## src/rtl/serial_sub_pkg.sv

```systemverilog
// Shared types and defaults for the bit-serial subtractor.
package serial_sub_pkg;

  localparam int SUB_DEFAULT_N = 4;

  typedef enum logic [1:0] {
    IDLE  = 2'd0,
    SHIFT = 2'd1,
    DONE  = 2'd2
  } state_t;

endpackage

```

## src/rtl/full_subtractor.sv

```systemverilog
// One-bit full subtractor cell: d = a - b - bin, with borrow out.
module full_subtractor (
  input  logic a,
  input  logic b,
  input  logic bin,
  output logic d,
  output logic bout
);

  assign d    = a ^ b ^ bin;
  assign bout = (~a & b) | (~(a ^ b) & bin);

endmodule

```

## src/rtl/serial_subtractor.sv

```systemverilog
// Bit-serial N-bit subtractor D = A - B - Bin, LSB first, one full-subtractor cell.
// Optional signed-overflow output V is built when SUB_OVF_EN is defined.
module serial_subtractor
  import serial_sub_pkg::*;
#(
  parameter int N = SUB_DEFAULT_N
) (
  input  logic         clk,
  input  logic         rst_n,
  input  logic         start,
  input  logic [N-1:0] A,
  input  logic [N-1:0] B,
  input  logic         Bin,
  output logic         busy,
  output logic         done,
  output logic [N-1:0] D,
  output logic         Bout,
  output state_t       state_dbg
`ifdef SUB_OVF_EN
  ,
  output logic         V
`endif
);

  // Handshake: start is sampled only in IDLE; busy is high for the N SHIFT
  // cycles; done is a one-cycle pulse after the last bit, when D/Bout (and V)
  // have just been updated. start in SHIFT or DONE is ignored.

  localparam int CW = $clog2(N);
  localparam logic [CW-1:0] LAST = CW'(N - 1);

  state_t        state, state_nx;
  logic [N-1:0]  a_sr, b_sr, acc;
  logic          br;
  logic [CW-1:0] cnt;
  logic          cell_d, cell_bout;

  full_subtractor u_cell (
    .a    (a_sr[0]),
    .b    (b_sr[0]),
    .bin  (br),
    .d    (cell_d),
    .bout (cell_bout)
  );

  assign state_dbg = state;

  always_comb begin
    state_nx = state;
    case (state)
      IDLE:    if (start) state_nx = SHIFT;
      SHIFT:   if (cnt == LAST) state_nx = DONE;
      DONE:    state_nx = IDLE;
      default: state_nx = IDLE;
    endcase
  end

  always_ff @(posedge clk) begin
    if (!rst_n) begin
      state <= IDLE;
      busy  <= 1'b0;
      done  <= 1'b0;
      a_sr  <= '0;
      b_sr  <= '0;
      acc   <= '0;
      br    <= 1'b0;
      cnt   <= '0;
      D     <= '0;
      Bout  <= 1'b0;
`ifdef SUB_OVF_EN
      V     <= 1'b0;
`endif
    end else begin
      state <= state_nx;
      busy  <= (state_nx == SHIFT);
      done  <= (state_nx == DONE);
      case (state)
        IDLE: begin
          if (start) begin
            a_sr <= A;
            b_sr <= B;
            br   <= Bin;
            cnt  <= '0;
          end
        end
        SHIFT: begin
          a_sr <= {1'b0, a_sr[N-1:1]};
          b_sr <= {1'b0, b_sr[N-1:1]};
          acc  <= {cell_d, acc[N-1:1]};
          br   <= cell_bout;
          cnt  <= cnt + CW'(1);
          // Results are published only on the last bit so D never shows partials.
          if (cnt == LAST) begin
            D    <= {cell_d, acc[N-1:1]};
            Bout <= cell_bout;
`ifdef SUB_OVF_EN
            // On the last step a_sr[0]/b_sr[0] are the captured sign bits.
            V    <= (a_sr[0] ^ b_sr[0]) & (cell_d ^ a_sr[0]);
`endif
          end
        end
        default: ;
      endcase
    end
  end

endmodule
```

## config.mk

```make
export PLATFORM = sky130hd
export DESIGN_NAME = serial_subtractor
export DESIGN_NICKNAME = d
export VERILOG_FILES = /design/src/rtl/serial_sub_pkg.sv /design/src/rtl/full_subtractor.sv /design/src/rtl/serial_subtractor.sv
export SDC_FILE = /design/constraint.sdc
export NUM_CORES = 1
export LEC_CHECK = 0
export BUFFER_PORTS_ARGS = -buffer_cell sky130_fd_sc_hd__buf_2
export CAP_MARGIN = 20
export CORE_MARGIN = 2
export CORE_UTILIZATION = 54
export CTS_BUF_LIST = sky130_fd_sc_hd__clkbuf_8
export DETAILED_ROUTE_END_ITERATION = 8
export MAX_ROUTING_LAYER = met4
export PLACE_DENSITY = 0.77
export SYNTH_ARGS = -nofsm -noshare
export SYNTH_HDL_FRONTEND = slang
export SYNTH_HIERARCHICAL = 1
export SYNTH_SLANG_ARGS = --single-unit
```

## constraint.sdc

```tcl
create_clock -name clk -period 1.6 [get_ports clk]
set_clock_uncertainty 0.1 [all_clocks]
set_input_delay 0.48 -clock clk [delete_from_list [all_inputs] [get_ports clk]]
set_output_delay 0.48 -clock clk [all_outputs]
set_load 0.02 [all_outputs]
```

== Word-level counts from Yosys, hierarchy flattened ==
Index checks and enable logic that the tools add are counted.
Word-level totals
  register bits after elaboration: 24
  bits of input ports: 12
  output and inout port bits: 9
Cells by class
  bitwise logic cells: 7
  muxes and demuxes: 11
  add/sub/neg operators: 1
  equal/unequal tests: 5
  reductions and logical operators: 4
Operator list (number)
  case mux 4 bit (2 select lines): 2
  two-way mux 4 bit: 2
  case mux 2 bit (2 select lines): 2
  two-way mux 2 bit: 3
  equality test 2 x 1 -> 1 bit, second input constant: 2
  equality test 2 bit, second input constant: 2
  AND reduction 2 bit: 2
  adder 2 x 1 -> 2 bit, second input constant: 1
  AND 1 bit: 2
  logical NOT 2 bit: 1
  inequality test 2 bit, second input constant: 1
  inverter 1 bit: 2
  case mux 1 bit (2 select lines): 1
  nonzero test 2 bit: 1
  XOR 1 bit: 2
  two-way mux 1 bit: 1
  OR 1 bit: 1

== Logic depth before layout (Yosys ltp) ==
  depth after elaboration: 5
  depth in mapped cells: 5
  mapped depth without buffers: 5

== Cells and area by module ==
The synthesis kept the hierarchy.
Modules (own cells, without submodules)
  serial_subtractor: times used 1, sequential area each 460.4 um2, area an instance 927.1 um2, cells an instance 96
  full_subtractor: times used 1, sequential area each 0.0 um2, area an instance 31.3 um2, cells an instance 4

== Least setup slack after synthesis ==
No wires, ideal clock.
  kind: register to register
  start: register state[1], in the netlist state_dbg[1]
  end: register done
  clock period less this slack: 1.274 ns
  cell stages (with the launch flop): 4
  setup time: 0.116 ns
  path buffers: 1
  slack: 0.326 ns
  arrival: 1.059 ns
  cells stage by stage: dfxtp_1 and2b_1 buf_4 and3_1
Between the ends
  cells in the longest elaborated chain, start to end: 3
  elaborated cells between the ends (all ways): 6
RTL lines
  start: declaration: RTL line serial_subtractor.sv:32  | state_t state, state_nx;
  start signal: assignment: RTL line serial_subtractor.sv:74  | state <= state_nx;
  equality test 2 x 1 -> 1 bit (tied with other cells): RTL line serial_subtractor.sv:50  | case (state)
  case mux 2 bit (2 select lines) (*): RTL line serial_subtractor.sv:50
  equality test 2 bit (*): RTL line serial_subtractor.sv:76  | done <= (state_nx == DONE);
  end signal: assignment: RTL line serial_subtractor.sv:76
  end: declaration: RTL line serial_subtractor.sv:15  | output logic done,
Every way passes the cells marked *; elsewhere a longest branch is shown, timed or not.
A chain may end at the register's enable or synchronous reset.

== Worst setup path after layout ==
  start: register state[0], in the netlist state_dbg[0]
  end: output port state_dbg[0]
RTL lines
  end: declaration: RTL line serial_subtractor.sv:18  | output state_t state_dbg
No word-level cell between the ends.

==> metrics.yaml <==
status: "finished, final reports clean"
crit_required_ns: 1.02
switchingPower_mw: 0.261
holdPathStages: 2
antenna_found_initial: 0
nFillCells: 158
fin_crit_ns: 1.53
synth_top_area_share_pct: 48.0
post_cts.repair.setup_buffers: 0
cts_max_level: 1
synth_edf_count: 0
max_slew_margin_pct: 77.1
pwr-share-clk_pct: 32.0
rsz0062_at_grt: "no"
rr_startpoint: "b_sr[0]"
route.vias.total: 741
syn2layout_area_growth_pct: 17.6
arrival_ns: 0.95
multi_input_area_um2: 437
fp.dieH_um: 46.1
path_delay_family: "flip-flops"
worstPathCellList: "buf_2"
regArea_um2: 460
fin_tns_setup_ns: 0
start_util_pct: 56.7
clockBufferDepth: 2
dr.first_iter.drc_count: 8
core_area_um2: 1690
p_per_area_nw_per_um2: 973
min_period_over_period_pct: 95.4
synth_top_area_cell: "dfxtp_1"
synth.area.top_cells: "dfxtp_1 (48%), mux2i_1 (9.4%), a21boi_0 (6.3%), nand2_1 (4.3%), a21oi_1 (3.7%)"
die_w_um: 46.1
ys_seq_area_share_pct: 48.0
peakVddDrop_mv: 0.747
max_cap_violations: 0
final_nets: 135
root_buffer: "clkbuf_8"
grt-ovfl-total: 0
hold-path-endpoint: "D[2]"
cpMaxStageDelayCell: "dfxtp_1"
drc: 0
clk_latency_ns: 0.26
viasPerCell: 5.41
worst_pin_slew_ns: 0.343
finalSetupViolations: 0
synthesis.area_um2: 958
ys_warn_count: 6
drive_above_1_share_pct: 22.5
post_cts_resized: 0
rows: 15
p_int_mw: 0.836
numCtsBuffers: 3
hp-class: "reg2reg"
pwr-share-comb_pct: 11.8
wl_per_cell_um: 12.3
clock_sinks: 23
seq_power_share_pct: 56.2
dp_hpwl_mm: 1.17
reg2regPathDepth: 4
grt_max_degree: 24
syn_nets: 114
num_antenna_cells: 0
switching_share_pct: 23.8
grt.total_usage_pct: 18.4
detail-route-antenna-nets: 0
hold_viol: 0
r2r_slack_ns: 0.27
timing.rr.end: "D[3]"
power.leakage_nw: 0.491
drv_slew: 0
cp_num_buf_inv: 1
crit_type: "reg2out"
syn_area_per_cell_um2: 9.58
cts_tree: "yes"
ys_types: 22
grt_pass1_wl_mm: 2.66
ys_ff_latch: 23
finalWirelength_mm: 1.69
ys.flop_type: "dfxtp_1"
die_area_um2: 2130
first_global_vias: 595
drt_pre_antenna_iters: 5
gp_congestion: 0.728
hold_buffers: 0
synth-async-reset-ratio_pct: 0
setup_slack_ns: 0.0740
synth_common_cells: "dfxtp_1 (23), nand2_1 (11), mux2i_1 (9)"
yosysMostFrequentCell: "dfxtp_1"
num_io_pins: 21
dp_slack_ns: 0.254
fmax_mhz: 655
cpPeakStageDelay_ns: 0.47
cts.clk_slew.worst_paths_ns: 0.08
worst_setup_path_end_kind: "primary output"
hp-start: "D[2]"
crit_path_start_kind: "register"
port_buffers: 20
cp_max_fo: 7
synthCells: 100
[routing by layer]
metal | global-route usage [%] | vias up | wire length (µm)
met4 | 8.57 | 0 | 28
met5 | - | - | 0
met1 | 22.3 | 339 | 783
met2 | 29.2 | 19 | 811
met3 | 3.53 | 4 | 68
li1 | - | 379 | -
[power by group through the flow]
stage,combinational [mW],clock [mW],sequential [mW]
floorplan,0.0876,0,0.631
detailed placement,0.129,0,0.631
CTS,0.131,0.359,0.618
global placement,0.126,0,0.629
global route,0.146,0.391,0.621
finish,0.130,0.351,0.617
[worst max path at each step]
stage	start	end	cells past startpoint
floorplan	state_dbg[1]	done	3
detailed placement	start	b_sr[1]	5
finish	state_dbg[0]	state_dbg[0]	1
CTS	state_dbg[0]	state_dbg[0]	1
global route	state_dbg[0]	state_dbg[0]	1
global placement	start	a_sr[2]	5
[flip-flops by register name, summed over array words and instances (netlist names)]
register / flops
D: 4
a_sr: 4
b_sr: 4
acc: 3
cnt: 2
state_dbg: 2
Bout: 1
br: 1
busy: 1
done: 1
[layout make-up]
cell class	count	share of cell area, %
multi-input combinational	66	38.7
sequential	23	40.8
clock buffer	3	3.66
clock inverter	1	0.444
timing repair buffer	23	13.1
tap	17	1.89
inverter	4	1.33
[cell families after synthesis]
logic type	share of synthesized area [%]
AOI/OAI and AO/OA	16.7
adders and majority gates	3.39
buffers and inverters	6.40
DFF	48.0
muxes	9.40
and+or+nand+nor	16.1
[stage by stage]
| stage | hold WS (ns) | instances | area (µm²) | utilization [%] | power, mW |
|---|---|---|---|---|---|
| after floorplan | 0.344 | 100 | 958 | - | 0.719 |
| after global placement | 0.348 | 133 | 1080 | 64.0 | 0.755 |
| after detailed placement | 0.354 | 133 | 1080 | 64.0 | 0.760 |
| after CTS | 0.366 | 137 | 1130 | 66.7 | 1.11 |
| after global routing | 0.388 | 137 | 1130 | 66.7 | 1.16 |
| final | 0.361 | 137 | 1130 | 66.7 | 1.10 |
[layout by cell type (no fill, tap or decap)]
cell type  count
and2b_1        1
o21bai_1       1
nand3b_1       1
dfxtp_1       23
buf_2         20
clkinv_2       1
nand3_1        5
a21oi_1        7
a22oi_1        3
inv_1          4
a21boi_0       8
fa_1           1
nand2b_1       2
nor2b_1        4
buf_12         2
nor3b_1        3
mux2i_1        9
o21ai_0        7
clkbuf_8       3
nand2_1       11
buf_4          1
ha_1           1
and3_1         2
[tightest hold or removal path: cells and delay by family (launching register included)]
kind	cells	cell delay (ns)
flops	1	0.31
simple gates	1	0.04
compound gates	1	0.06
Power figures use the tool's default switching activity.
